--- src/rtl/fma_pkg.sv ---
// Shared definitions for the FMA add-stage pipeline controller:
// operation encodings, default widths/thresholds and stage payload types.
package fma_pkg;

    localparam logic [1:0] FMADD  = 2'b00;
    localparam logic [1:0] FMSUB  = 2'b01;
    localparam logic [1:0] FNMSUB = 2'b10;
    localparam logic [1:0] FNMADD = 2'b11;

    localparam int TAGW_DEF   = 4;
    localparam int EXPW_DEF   = 11;
    localparam int BIAS_DEF   = 1023;
    localparam int KILLTH_DEF = 55;

    // Operation state carried from M into A.
    typedef struct packed {
        logic [TAGW_DEF-1:0]        tag;
        logic                       ps;
        logic                       zs;
        logic signed [EXPW_DEF+1:0] d;
        logic                       pd;
    } payload_t;

    // Operation state carried from A into N.
    typedef struct packed {
        logic [TAGW_DEF-1:0] tag;
        logic                rs;
    } result_t;

    // The product sign flips for the negated forms.
    function automatic logic prod_neg(logic [1:0] op);
        return !((op == FMADD) || (op == FMSUB));
    endfunction

    // The addend sign flips for the subtracting forms.
    function automatic logic add_neg(logic [1:0] op);
        return !((op == FMADD) || (op == FNMADD));
    endfunction

endpackage

--- src/rtl/fma_add_ctrl_if.sv ---
// Request/result handshake bundle between an issuer and the FMA controller.
interface fma_add_ctrl_if #(
    parameter int TAGW = 4,
    parameter int EXPW = 11
);
    logic            req_valid;
    logic            req_ready;
    logic [1:0]      req_op;
    logic [TAGW-1:0] req_tag;
    logic            xsign, ysign, zsign;
    logic [EXPW-1:0] xexp, yexp, zexp;
    logic            xdenorm, ydenorm;
    logic            res_valid;
    logic            res_ready;
    logic [TAGW-1:0] res_tag;
    logic            res_sign;

    modport master (
        output req_valid, req_op, req_tag, xsign, ysign, zsign,
               xexp, yexp, zexp, xdenorm, ydenorm, res_ready,
        input  req_ready, res_valid, res_tag, res_sign
    );

    modport slave (
        input  req_valid, req_op, req_tag, xsign, ysign, zsign,
               xexp, yexp, zexp, xdenorm, ydenorm, res_ready,
        output req_ready, res_valid, res_tag, res_sign
    );
endinterface

--- src/rtl/fma_stage_reg.sv ---
// One pipeline stage: valid bit plus payload, loaded on enable,
// emptied by a synchronous clear (flush) or reset.
module fma_stage_reg #(
    parameter type T = logic
) (
    input  logic clk,
    input  logic reset,
    input  logic clr,
    input  logic en,
    input  logic vld_in,
    input  T     data_in,
    output logic vld_out,
    output T     data_out
);
    logic vld_d, vld_q;
    T     data_d, data_q;

    // Clear wins over load; a disabled stage holds.
    always_comb begin
        vld_d  = vld_q;
        data_d = data_q;
        if (clr) begin
            vld_d  = 1'b0;
            data_d = '0;
        end else if (en) begin
            vld_d  = vld_in;
            data_d = data_in;
        end
    end

    // Stage state register.
    always_ff @(posedge clk) begin
        if (reset) begin
            vld_q  <= 1'b0;
            data_q <= '0;
        end else begin
            vld_q  <= vld_d;
            data_q <= data_d;
        end
    end

    assign vld_out  = vld_q;
    assign data_out = data_q;
endmodule

--- src/rtl/fma_add_ctrl.sv ---
// Three-stage (M/A/N) FMA pipeline controller: elastic valid tracking with
// bubble collapse, add-stage control generation and tagged result delivery.
module fma_add_ctrl
    import fma_pkg::*;
#(
    parameter int TAGW   = TAGW_DEF,
    parameter int EXPW   = EXPW_DEF,
    parameter int BIAS   = BIAS_DEF,
    parameter int KILLTH = KILLTH_DEF
) (
    input  logic                clk,
    input  logic                reset,
    input  logic                flush,
    fma_add_ctrl_if.slave       bus,
    output logic                en_m,
    output logic                en_a,
    output logic                en_n,
    output logic                invz,
    output logic                killprod,
    output logic                proddenorm,
    input  logic                negsum0,
    input  logic                negsum1,
    output logic                selsum1,
    output logic                negsum,
    output logic [1:0]          inflight
);
    localparam int DW = EXPW + 2;
    localparam logic signed [DW-1:0] BIAS_W = DW'(BIAS);
    localparam logic signed [DW-1:0] KILL_W = DW'(KILLTH);

    logic v_m, v_a, v_n;
    logic vm_e, va_e, vn_e;
    logic accept;
    logic clr;
    payload_t m_d, m_q, a_q;
    result_t  n_d, n_q;
    logic a_invz, a_kill, a_negsum, a_selsum1;
    logic [TAGW-1:0] tag_in;
    logic signed [DW-1:0] xe, ye, ze;
    logic unused_negsum1;

    // The +1-mode sign is not needed to pick between the two adder results.
    assign unused_negsum1 = negsum1;

    assign clr = flush;

    // Stage enables and handshake; reset makes the pipe look empty at once.
    always_comb begin
        vm_e          = v_m & ~reset;
        va_e          = v_a & ~reset;
        vn_e          = v_n & ~reset;
        en_n          = ~vn_e | bus.res_ready;
        en_a          = ~va_e | en_n;
        en_m          = ~vm_e | en_a;
        bus.req_ready = en_m & ~reset & ~flush;
        accept        = bus.req_valid & bus.req_ready;
        inflight      = {1'b0, vm_e} + {1'b0, va_e} + {1'b0, vn_e};
    end

    // M-stage capture: effective signs and the addend-vs-product exponent gap.
    always_comb begin
        tag_in  = bus.req_tag;
        xe      = {2'b00, bus.xexp};
        ye      = {2'b00, bus.yexp};
        ze      = {2'b00, bus.zexp};
        m_d.tag = tag_in;
        m_d.ps  = bus.xsign ^ bus.ysign ^ prod_neg(bus.req_op);
        m_d.zs  = bus.zsign ^ add_neg(bus.req_op);
        m_d.d   = ze - (xe + ye - BIAS_W);
        m_d.pd  = bus.xdenorm | bus.ydenorm;
    end

    // A-stage controls and the sign handed to N.
    always_comb begin
        a_invz     = a_q.ps ^ a_q.zs;
        a_kill     = $signed(a_q.d) > $signed(KILL_W);
        a_negsum   = a_invz & negsum0;
        a_selsum1  = a_invz & ~negsum0;
        n_d.tag    = a_q.tag;
        n_d.rs     = (a_kill & ~a_q.pd) ? a_q.zs : (a_q.ps ^ a_negsum);
        invz       = va_e & a_invz;
        killprod   = va_e & a_kill;
        proddenorm = va_e & a_q.pd;
        negsum     = va_e & a_negsum;
        selsum1    = va_e & a_selsum1;
    end

    // N-stage result presentation.
    always_comb begin
        bus.res_valid = vn_e;
        bus.res_tag   = reset ? '0 : n_q.tag;
        bus.res_sign  = reset ? 1'b0 : n_q.rs;
    end

    fma_stage_reg #(.T(payload_t)) u_stage_m (
        .clk(clk), .reset(reset), .clr(clr), .en(en_m),
        .vld_in(accept), .data_in(m_d), .vld_out(v_m), .data_out(m_q)
    );

    fma_stage_reg #(.T(payload_t)) u_stage_a (
        .clk(clk), .reset(reset), .clr(clr), .en(en_a),
        .vld_in(v_m), .data_in(m_q), .vld_out(v_a), .data_out(a_q)
    );

    fma_stage_reg #(.T(result_t)) u_stage_n (
        .clk(clk), .reset(reset), .clr(clr), .en(en_n),
        .vld_in(v_a), .data_in(n_d), .vld_out(v_n), .data_out(n_q)
    );
endmodule

--- src/flat_wrapper.sv ---
// flat-port wrapper written by rule: the top's interface ports become plain ports
module fma_add_ctrl_flat import fma_pkg::*;
#(
    parameter int TAGW   = TAGW_DEF,
    parameter int EXPW   = EXPW_DEF,
    parameter int BIAS   = BIAS_DEF,
    parameter int KILLTH = KILLTH_DEF
)
  (clk, reset, flush, en_m, en_a, en_n, invz, killprod, proddenorm, negsum0, negsum1, selsum1, negsum, inflight, bus_req_valid, bus_req_op, bus_req_tag, bus_xsign, bus_ysign, bus_zsign, bus_xexp, bus_yexp, bus_zexp, bus_xdenorm, bus_ydenorm, bus_res_ready, bus_req_ready, bus_res_valid, bus_res_tag, bus_res_sign);
  fma_add_ctrl_if #(.TAGW(TAGW), .EXPW(EXPW)) bus_i ();
  input  logic clk;
  input  logic reset;
  input  logic flush;
  output logic en_m;
  output logic en_a;
  output logic en_n;
  output logic invz;
  output logic killprod;
  output logic proddenorm;
  input  logic negsum0;
  input  logic negsum1;
  output logic selsum1;
  output logic negsum;
  output logic [1:0] inflight;
  input wire logic [$bits(bus_i.req_valid)-1:0] bus_req_valid;
  input wire logic [$bits(bus_i.req_op)-1:0] bus_req_op;
  input wire logic [$bits(bus_i.req_tag)-1:0] bus_req_tag;
  input wire logic [$bits(bus_i.xsign)-1:0] bus_xsign;
  input wire logic [$bits(bus_i.ysign)-1:0] bus_ysign;
  input wire logic [$bits(bus_i.zsign)-1:0] bus_zsign;
  input wire logic [$bits(bus_i.xexp)-1:0] bus_xexp;
  input wire logic [$bits(bus_i.yexp)-1:0] bus_yexp;
  input wire logic [$bits(bus_i.zexp)-1:0] bus_zexp;
  input wire logic [$bits(bus_i.xdenorm)-1:0] bus_xdenorm;
  input wire logic [$bits(bus_i.ydenorm)-1:0] bus_ydenorm;
  input wire logic [$bits(bus_i.res_ready)-1:0] bus_res_ready;
  output wire logic [$bits(bus_i.req_ready)-1:0] bus_req_ready;
  output wire logic [$bits(bus_i.res_valid)-1:0] bus_res_valid;
  output wire logic [$bits(bus_i.res_tag)-1:0] bus_res_tag;
  output wire logic [$bits(bus_i.res_sign)-1:0] bus_res_sign;
  assign bus_i.req_valid = bus_req_valid;
  assign bus_i.req_op = bus_req_op;
  assign bus_i.req_tag = bus_req_tag;
  assign bus_i.xsign = bus_xsign;
  assign bus_i.ysign = bus_ysign;
  assign bus_i.zsign = bus_zsign;
  assign bus_i.xexp = bus_xexp;
  assign bus_i.yexp = bus_yexp;
  assign bus_i.zexp = bus_zexp;
  assign bus_i.xdenorm = bus_xdenorm;
  assign bus_i.ydenorm = bus_ydenorm;
  assign bus_i.res_ready = bus_res_ready;
  assign bus_req_ready = bus_i.req_ready;
  assign bus_res_valid = bus_i.res_valid;
  assign bus_res_tag = bus_i.res_tag;
  assign bus_res_sign = bus_i.res_sign;
  fma_add_ctrl #(.TAGW(TAGW), .EXPW(EXPW), .BIAS(BIAS), .KILLTH(KILLTH)) u_core (.clk(clk), .reset(reset), .flush(flush), .bus(bus_i), .en_m(en_m), .en_a(en_a), .en_n(en_n), .invz(invz), .killprod(killprod), .proddenorm(proddenorm), .negsum0(negsum0), .negsum1(negsum1), .selsum1(selsum1), .negsum(negsum), .inflight(inflight));
endmodule
--- config.mk ---
export PLATFORM = sky130hd
export DESIGN_NAME = fma_add_ctrl_flat
export DESIGN_NICKNAME = d
export VERILOG_FILES = /design/src/rtl/fma_pkg.sv /design/src/rtl/fma_add_ctrl_if.sv /design/src/rtl/fma_stage_reg.sv /design/src/rtl/fma_add_ctrl.sv /design/src/flat_wrapper.sv
export SDC_FILE = /design/constraint.sdc
export NUM_CORES = 1
export LEC_CHECK = 0
export CAP_MARGIN = 20
export CORE_UTILIZATION = 36
export CTS_CLUSTER_DIAMETER = 200
export DETAILED_ROUTE_END_ITERATION = 10
export GPL_ROUTABILITY_DRIVEN = 0
export PLACE_DENSITY = 0.7
export SETUP_SLACK_MARGIN = 0.4
export SKIP_LAST_GASP = 1
export SLEW_MARGIN = 20
export SYNTH_ARGS = -nofsm -noshare
export SYNTH_HDL_FRONTEND = slang
export SYNTH_SLANG_ARGS = --single-unit
--- constraint.sdc ---
create_clock -name clk -period 13.7 [get_ports clk]
set_clock_uncertainty 0.1 [all_clocks]
set_input_delay 3.425 -clock clk [delete_from_list [all_inputs] [get_ports clk]]
set_output_delay 3.425 -clock clk [all_outputs]
set_load 0.03 [all_outputs]
Word-level counts from Yosys, hierarchy flattened

Cells that the tools add are included.

Output and inout port bits: 17
Input bits: 51
Register bits after elaboration: 48
Logic and storage cells: 62

Muxes and demuxes: 3
$lt $le $gt $ge: 1
Reductions and logical operators: 6
$add $sub $neg: 5
Eq/ne operators: 2
Bitwise logic cells: 30

Operators by type and width:

| cell                   | number |
|---|---|
| $and 1x1->1            | 14 |
| $gt 13x7->1 const B    | 1 |
| $sub 12x13->13         | 1 |
| $sub 13x11->13 const B | 1 |
| $add 11x11->12         | 1 |
| $not 1->1              | 7 |
| $xor 1x1->1            | 5 |
| $mux 4                 | 1 |
| $or 1x1->1             | 4 |
| $add 1x1->2            | 1 |
| $add 2x1->2            | 1 |
| $eq 2x1->1 const B     | 1 |
| $eq 2x2->1 const B     | 1 |
| $logic_not 1->1        | 2 |
| $logic_not 2->1        | 1 |
| $logic_or 1x1->1       | 2 |
| $mux 1                 | 2 |
| $reduce_or 2->1        | 1 |

Depth between registers and ports, before layout

Gate-level depths: netlist (run 1).

Depth in word-level cells: 9
Gate-level depth with buffers: 16
Mapped depth without buffers: 16

Hierarchy

Synthesis (run 1) repeated with hierarchy kept, for this count alone.

Cells, all modules: 297
Area total of the unflattened synthesis: 2921.6 um^2

Modules (own cells, without submodules):

| module                                | cells each | seq. area each (um^2) | area each (um^2) | times used |
|---|---|---|---|---|
| fma_stage_reg at u_core.u_stage_a ... | 69         | 420.4                 | 760.7            | 2 |
| fma_add_ctrl                          | 138        | 0.0                   | 1181.1           | 1 |
| fma_stage_reg at u_core.u_stage_n     | 21         | 120.1                 | 219.0            | 1 |

Worst setup path after synthesis (run 1)

No wires, ideal clock.

Path kind: input to output
Start point: in reset
End point: out inflight[0]
Path buffers: 1
Arrival time: 4775 ps
Cell stages on the path: 3
Data required time: 10175 ps
Slack: 5400 ps
Path through: buf_2 nor2b_1 fa_1

Elaborated cells between the ends (all ways): 6
Classes of those cells: 2 x add/sub; 4 x bitwise

RTL lines:

| what                    | line               | text |
|---|---|---|
| from (decl)             | flat_wrapper.sv:12 | `input logic reset;` |
| $not 1->1               | fma_add_ctrl.sv:51 | `vn_e = v_n & ~reset;` |
| $and 1x1->1             | fma_add_ctrl.sv:51 |  |
| named net bus_res_valid | flat_wrapper.sv:38 | `output wire logic [$bits(bus_i.res_valid)-1:0] bus_res_valid;` |
| $add 2x1->2             | fma_add_ctrl.sv:57 | `inflight = {1'b0, vm_e} + {1'b0, va_e} + {1'b0, vn_e};` |
| to (decl)               | flat_wrapper.sv:24 | `output logic [1:0] inflight;` |

The timed path passes the listed nets, and every way through them passes these cells.

Final worst setup path (run 1)

Start point: in reset
End point: out en_m

Word-level cells in the longest chain between the ends: 6
Elaborated cells between the ends (all ways): 10
Classes of those cells: 10 x bitwise

RTL lines:

| what         | line                                                       | text |
|---|---|---|
| $not 1->1 *  | fma_add_ctrl.sv:49, fma_add_ctrl.sv:50, fma_add_ctrl.sv:51 |  |
| $and 1x1->1  | fma_add_ctrl.sv:51                                         |  |
| $not 1->1    | fma_add_ctrl.sv:52                                         | `en_n = ~vn_e \| bus.res_ready;` |
| $or 1x1->1   | fma_add_ctrl.sv:52                                         |  |
| $or 1x1->1   | fma_add_ctrl.sv:53                                         | `en_a = ~va_e \| en_n;` |
| $or 1x1->1 * | fma_add_ctrl.sv:54                                         | `en_m = ~vm_e \| en_a;` |
| to (decl)    | flat_wrapper.sv:14                                         | `output logic en_m;` |

Mark *: on every way between the ends. The rest lies on a longest branch, timed or not.

==> results by group, run 1 <==
Outcome
  – Status: complete, no violations

Critical path
  – CP Buf/Inv Count: 3
  – Critical path class: input port to primary output
  – Max incr delay on CP: 0.86 ns
  – Worst endpoint required time: 10.18 ns
  – Data arrival time of the worst path: 6.78 ns
  – Critical path startpoint category: input port
  – Worst path cell trace: clkdlybuf4s50_1 > and4bb_1 > and2_1 > inv_2 > clkdlybuf4s50_1
  – Worst setup EP type: primary output
  – CP max-delay cell: and2_1
  – Crit-path leading delay family: simple AND/OR/NAND/NOR gates
  – Most frequent CP cell: clkdlybuf4s50_1
  – Max FO, Critical Path: 24

Layout
  – Final Non-Filler Cells: 513
  – Finished Cell Area: 3640 um2
  – Share of layout cells above drive strength 1: 2.42%
  – FILL cells: 735
  – Area Overhead vs Synth: 28.6%
  – Diodes inserted: 0
  – Util after Layout: 49.1%
  – Fin nets: 504

STA
  – Worst rel slew slack: 36.4%
  – Achievable frequency: 0.0970 GHz
  – Tcrit/Tclk final: 75.3%
  – Crit path time final: 10.31 ns
  – Final setup fails: 0
  – Final TNS setup: 0 ns
  – Final Slew Violations: 0
  – Hold Vio Cnt, Final: 0
  – Worst Tran Pin Value: 0.953 ns
  – Slack of the critical path: 3.39 ns
  – Setup repair after global routing missed its margin: false

Yosys
  – Top_reg_cell synth: dfxtp_1
  – Largest cells by area after synthesis: dfxtp_1 (30%), ha_1 (15%), nand2_1 (8.6%), a21oi_1 (6.2%), nor2_1 (3.4%)
  – Post-Syn Instances: 357
  – Ys Warns: 0
  – Synth unique cells: 51
  – #FFs+latches synth: 42
  – Syn Nets: 446
  – Seq/Total Area, Yosys: 29.7%
  – Post-synth ARST share: 0%
  – Commonest cells post-synth: nand2_1 (65), dfxtp_1 (42), a21oi_1 (35), ha_1 (35), nor2_1 (26)
  – Top cell type's share of synthesized area: 29.7%
  – Netlist Area Pre-Place: 2830 um2
  – Most frequent cell after synthesis: nand2_1
  – Cell taking the most area after synthesis: dfxtp_1
  – Syn Area/Cell: 7.92 um2
  – EDFF count, synth: 0

Clock network
  – CTS root buffer: clkbuf_8
  – # resized after CTS: 0
  – H-tree depth: 2
  – Longest Clk Path Bufs: 2
  – TritonCTS Buffers: 5
  – Worst skew pair latency: 0.29 ns
  – Postcts setup bufs: 0
  – Worst-path clk slew: 0.07 ns
  – CTS sink cnt: 42
  – Hold buffers post-CTS: 0
  – TritonCTS clock tree: yes

Job
  – Max Cap Viol: 0

Detailed routing
  – 1st-pass router iterations: 4
  – Final ANT Viol Nets: 0
  – Final WL: 6030 um
  – Vias per cell: 5.13
  – DR DRC count: 0
  – Via count: 2632
  – WL/cell: 11.8 um
  – Initial detailed-routing violation count: 105

Global routing
  – Largest net degree at the start of global routing: 45
  – GRT overflow: 0
  – Antenna violations before repair: 0
  – First-pass GRT wire length: 10500 um
  – Vias in the first global route: 2473
  – GRT Util Overall: 15.4%

Floorplanning
  – Initial core utilization: 38.2%
  – Die Y: 90.6 um
  – Boundary pin count: 68
  – Die area: 8220 um2
  – FP Rows: 31
  – Core area: 7410 um2
  – Die Span X: 90.6 um

Pwr
  – Leak: 1.50 nW
  – Pwr Density: 93.0 nW/um2
  – Worst VDD drop: 0.0335 mV

Placed design
  – Placement Cell Area: 3550 um2
  – Final HPWL DP: 4600 um
  – DP Worst Slack: 3.41 ns
  – Port buffer count: 66
  – Placed cells: 507

Worst hold path
  – Hold Crit Class: flop to flop
==> state kept, by name, summed over array words and instances, names as in the netlist <==
register and cells:
u_core.u_stage_a.data_out 17, u_core.u_stage_m.data_out 17, u_core.u_stage_n.data_out 5, u_core.u_stage_a.vld_out 1, u_core.u_stage_m.vld_out 1, u_core.u_stage_n.vld_out 1
==> final timing paths <==
kind | end | from | slack (ns) | cells past startpoint
min | u_core.u_stage_n.data_out[2] | u_core.u_stage_n.data_out[2] | 0.35 | 2
max reg2reg | u_core.u_stage_m.data_out[11] | u_core.u_stage_a.vld_out | 10.71 | 6
min reg2reg | u_core.u_stage_n.data_out[2] | u_core.u_stage_n.data_out[2] | 0.35 | 2
max | en_m | reset | 3.39 | 5
==> cell type report <==
cell class / count / area [um2] / share of cell area, %
clock buffers: 6 / 82.6 / 2.27
inverters: 18 / 67.6 / 1.86
multi-input cells: 281 / 1850 / 51.0
flip-flops and latches: 42 / 841 / 23.1
well taps: 99 / 124 / 3.41
repair buffers: 67 / 668 / 18.4
==> worst reg2reg max path, delay by kind of cell (launching register included) <==
| kind | cells | cell delay, ns |
|---|---|---|
| and+or+nand+nor | 4 | 1.79 |
| AOI/OAI and AO/OA | 1 | 0.27 |
| buffers and inverters | 1 | 0.39 |
| DFF | 1 | 0.35 |
==> cells by family (layout without fill, tap and decap cells) <==
group | after synthesis | in the layout | share of synthesized area, %
xor gates and xnor gates | 13 | 13 | 4.02
and+or+nand+nor | 147 | 147 | 24.4
DFF | 42 | 42 | 29.7
muxes | 1 | 1 | 0.354
adders and majority gates | 38 | 38 | 17.6
AOI/OAI and AO/OA | 82 | 82 | 19.2
buffers and inverters | 34 | 91 | 4.73
==> through the flow <==
stage               hold slack (ns)  total power [mW]
global route                  0.369             0.364
floorplan                     0.327             0.230
global placement              0.337             0.261
CTS                           0.350             0.341
detailed placement            0.342             0.264
finish                        0.348             0.338
==> report_power, final <==
group	switching, mW	internal [mW]	total (mW)
sequential	0.00455	0.131	0.136
combinational	0.0637	0.0625	0.126
clock	0.0377	0.0388	0.0765
==> cells in the final DEF (no fill, tap or decap), types with 5 or more instances in the layout <==
cell type / count
nand3_1: 13
dfxtp_1: 42
nor2b_1: 11
nor3_1: 6
xor2_1: 6
inv_1: 17
o21ai_0: 6
nand2_1: 65
xnor2_1: 7
a21oi_1: 35
a21o_1: 7
nor2_1: 26
clkbuf_8: 6
clkdlybuf4s50_1: 66
ha_1: 35
o21a_1: 5
==> metal layers <==
| layer | vias to the layer above | part of all wire (%) | global-route usage (%) |
|---|---|---|---|
| met5 | - | 0 | 0 |
| met2 | 39 | 47 | 27.0 |
| met3 | 5 | 2.8 | 3.45 |
| met1 | 1229 | 49 | 18.9 |
| met4 | 0 | 1.1 | 4.03 |
| li1 | 1359 | - | - |
Note: power is estimated with default switching activity, not from simulation.
==> run 2: changes to the inputs <==
Settings changed: PLACE_DENSITY 0.7 to 0.72.
Clock period 13.7 ns to 9.4 ns, I/O delays scaled along.
==> results by group, run 2 (same netlist as run 1, synthesis figures left out) <==
Global routing
  – Top Usage Layer GRT: met2
  – Grt met1 use: 18.9%
  – Largest net degree at the start of global routing: 45
  – Met2 usage: 26.8%
  – Vias in the first global route: 2440
  – GRT Util Overall: 15.1%
  – Antenna violations before repair: 0
  – GRT overflow: 0
  – First-pass GRT wire length: 10300 um
  – GRT met3 Usage: 2.36%

STA
  – Achievable frequency: 0.133 GHz
  – Worst rel slew slack: 54.9%
  – Setup repair after global routing missed its margin: false
  – Hold Vio Cnt, Final: 0
  – Crit path time final: 7.51 ns
  – Final TNS setup: 0 ns
  – Final setup fails: 0
  – Hold WS: 0.348 ns
  – Final Slew Violations: 0
  – Tcrit/Tclk final: 79.9%
  – Worst Tran Pin Value: 0.676 ns

Worst hold path
  – Hold Crit Class: flop to flop

Clock network
  – Longest Clk Path Bufs: 2
  – Hold buffers post-CTS: 0
  – CTS sink cnt: 42
  – TritonCTS clock tree: yes
  – TritonCTS Buffers: 5
  – # resized after CTS: 0
  – Postcts setup bufs: 0
  – Worst-path clk slew: 0.07 ns
  – Worst skew pair latency: 0.29 ns
  – H-tree depth: 2
  – CTS root buffer: clkbuf_8

Pwr
  – Flop pwr share: 39.7%
  – Worst VDD drop: 0.0555 mV
  – Leak: 1.51 nW
  – Comb pwr share: 36.8%
  – Pint: 0.341 mW
  – Switching Power: 0.157 mW
  – Switching Share: 31.4%
  – Clock group share of total power: 23.5%
  – Pwr Density: 136 nW/um2

Placed design
  – Final HPWL DP: 4560 um
  – Port buffer count: 66

Detailed routing
  – WL/cell: 11.6 um
  – Final WL: 6010 um
  – 1st-pass router iterations: 4
  – Via count: 2623
  – Vias per cell: 5.08
  – DR DRC count: 0
  – Initial detailed-routing violation count: 106
  – Final ANT Viol Nets: 0

Critical path
  – Data arrival time of the worst path: 5.06 ns
  – Critical path class: input port to primary output
  – Critical path startpoint category: input port
  – Worst endpoint required time: 6.95 ns
  – Max FO, Critical Path: 20
  – Worst setup EP type: primary output

Job
  – Max Cap Viol: 0

Floorplanning
  – Boundary pin count: 68
  – Die Y: 90.6 um
  – Initial core utilization: 38.2%
  – Die Span X: 90.6 um
  – Core area: 7410 um2
  – Die area: 8220 um2
  – FP Rows: 31

Layout
  – Diodes inserted: 0
  – Share of layout cells above drive strength 1: 2.88%
  – Most common cell after layout, fill and taps aside: clkdlybuf4s50_1
  – Area Overhead vs Synth: 29.1%
  – Commonest cells after routing, fill and taps aside: clkdlybuf4s50_1 (66), nand2_1 (65), dfxtp_1 (42)
  – Fin nets: 505

Outcome
  – Status: complete, no violations
==> run 2: final cells by class <==
class	instances	area [um2]
clock buffer	7	86.3
clock inverter	1	5.00
fill	704	3750
inverter	18	67.6
multi-input combinational	281	1850
sequential	42	841
tap	99	124
timing repair buffer	68	676
==> run 2: final timing paths <==
| path | start | slack, ns | depth (start not counted) | end |
|---|---|---|---|---|
| max | reset | 1.89 | 6 | bus_req_ready |
| min reg2reg | u_core.u_stage_n.data_out[2] | 0.35 | 2 | u_core.u_stage_n.data_out[2] |
| min | u_core.u_stage_n.data_out[2] | 0.35 | 2 | u_core.u_stage_n.data_out[2] |
| max reg2reg | u_core.u_stage_a.vld_out | 7.10 | 6 | u_core.u_stage_m.data_out[11] |
==> run 2: worst max-delay path, stage by stage <==
cell,delay [ns]
clkdlybuf4s50_1,0.59
and4bb_1,0.79
and2_1,0.31
buf_4,0.27
nor2_1,0.11
clkdlybuf4s50_1,0.62
==> run 2: metal layers <==
layer,share of wire (%),up-vias
li1,-,1372
met3,3.4,5
met2,49,50
met4,0.92,0
met1,47,1196
met5,0,-
==> run 2: through the flow <==
stage / utilization (%) / setup slack [ns] / power [mW] / area, um2 / instances
CTS: 49.3 / 1.85 / 0.501 / 3650 / 516
global placement: 48.1 / 1.86 / 0.381 / 3560 / 508
finish: 49.3 / 1.89 / 0.498 / 3650 / 516
detailed placement: 48.1 / 1.86 / 0.384 / 3560 / 508
global route: 49.3 / 1.67 / 0.531 / 3650 / 516
floorplan: - / 3.25 / 0.335 / 2830 / 357
==> run 2: power by group through the flow <==
| stage | clock network [mW] | registers [mW] | logic, mW |
|---|---|---|---|
| after floorplan | 0 | 0.200 | 0.135 |
| after global placement | 0 | 0.202 | 0.179 |
| after detailed placement | 0 | 0.202 | 0.182 |
| after CTS | 0.120 | 0.198 | 0.184 |
| after global routing | 0.125 | 0.199 | 0.207 |
| final | 0.117 | 0.198 | 0.183 |
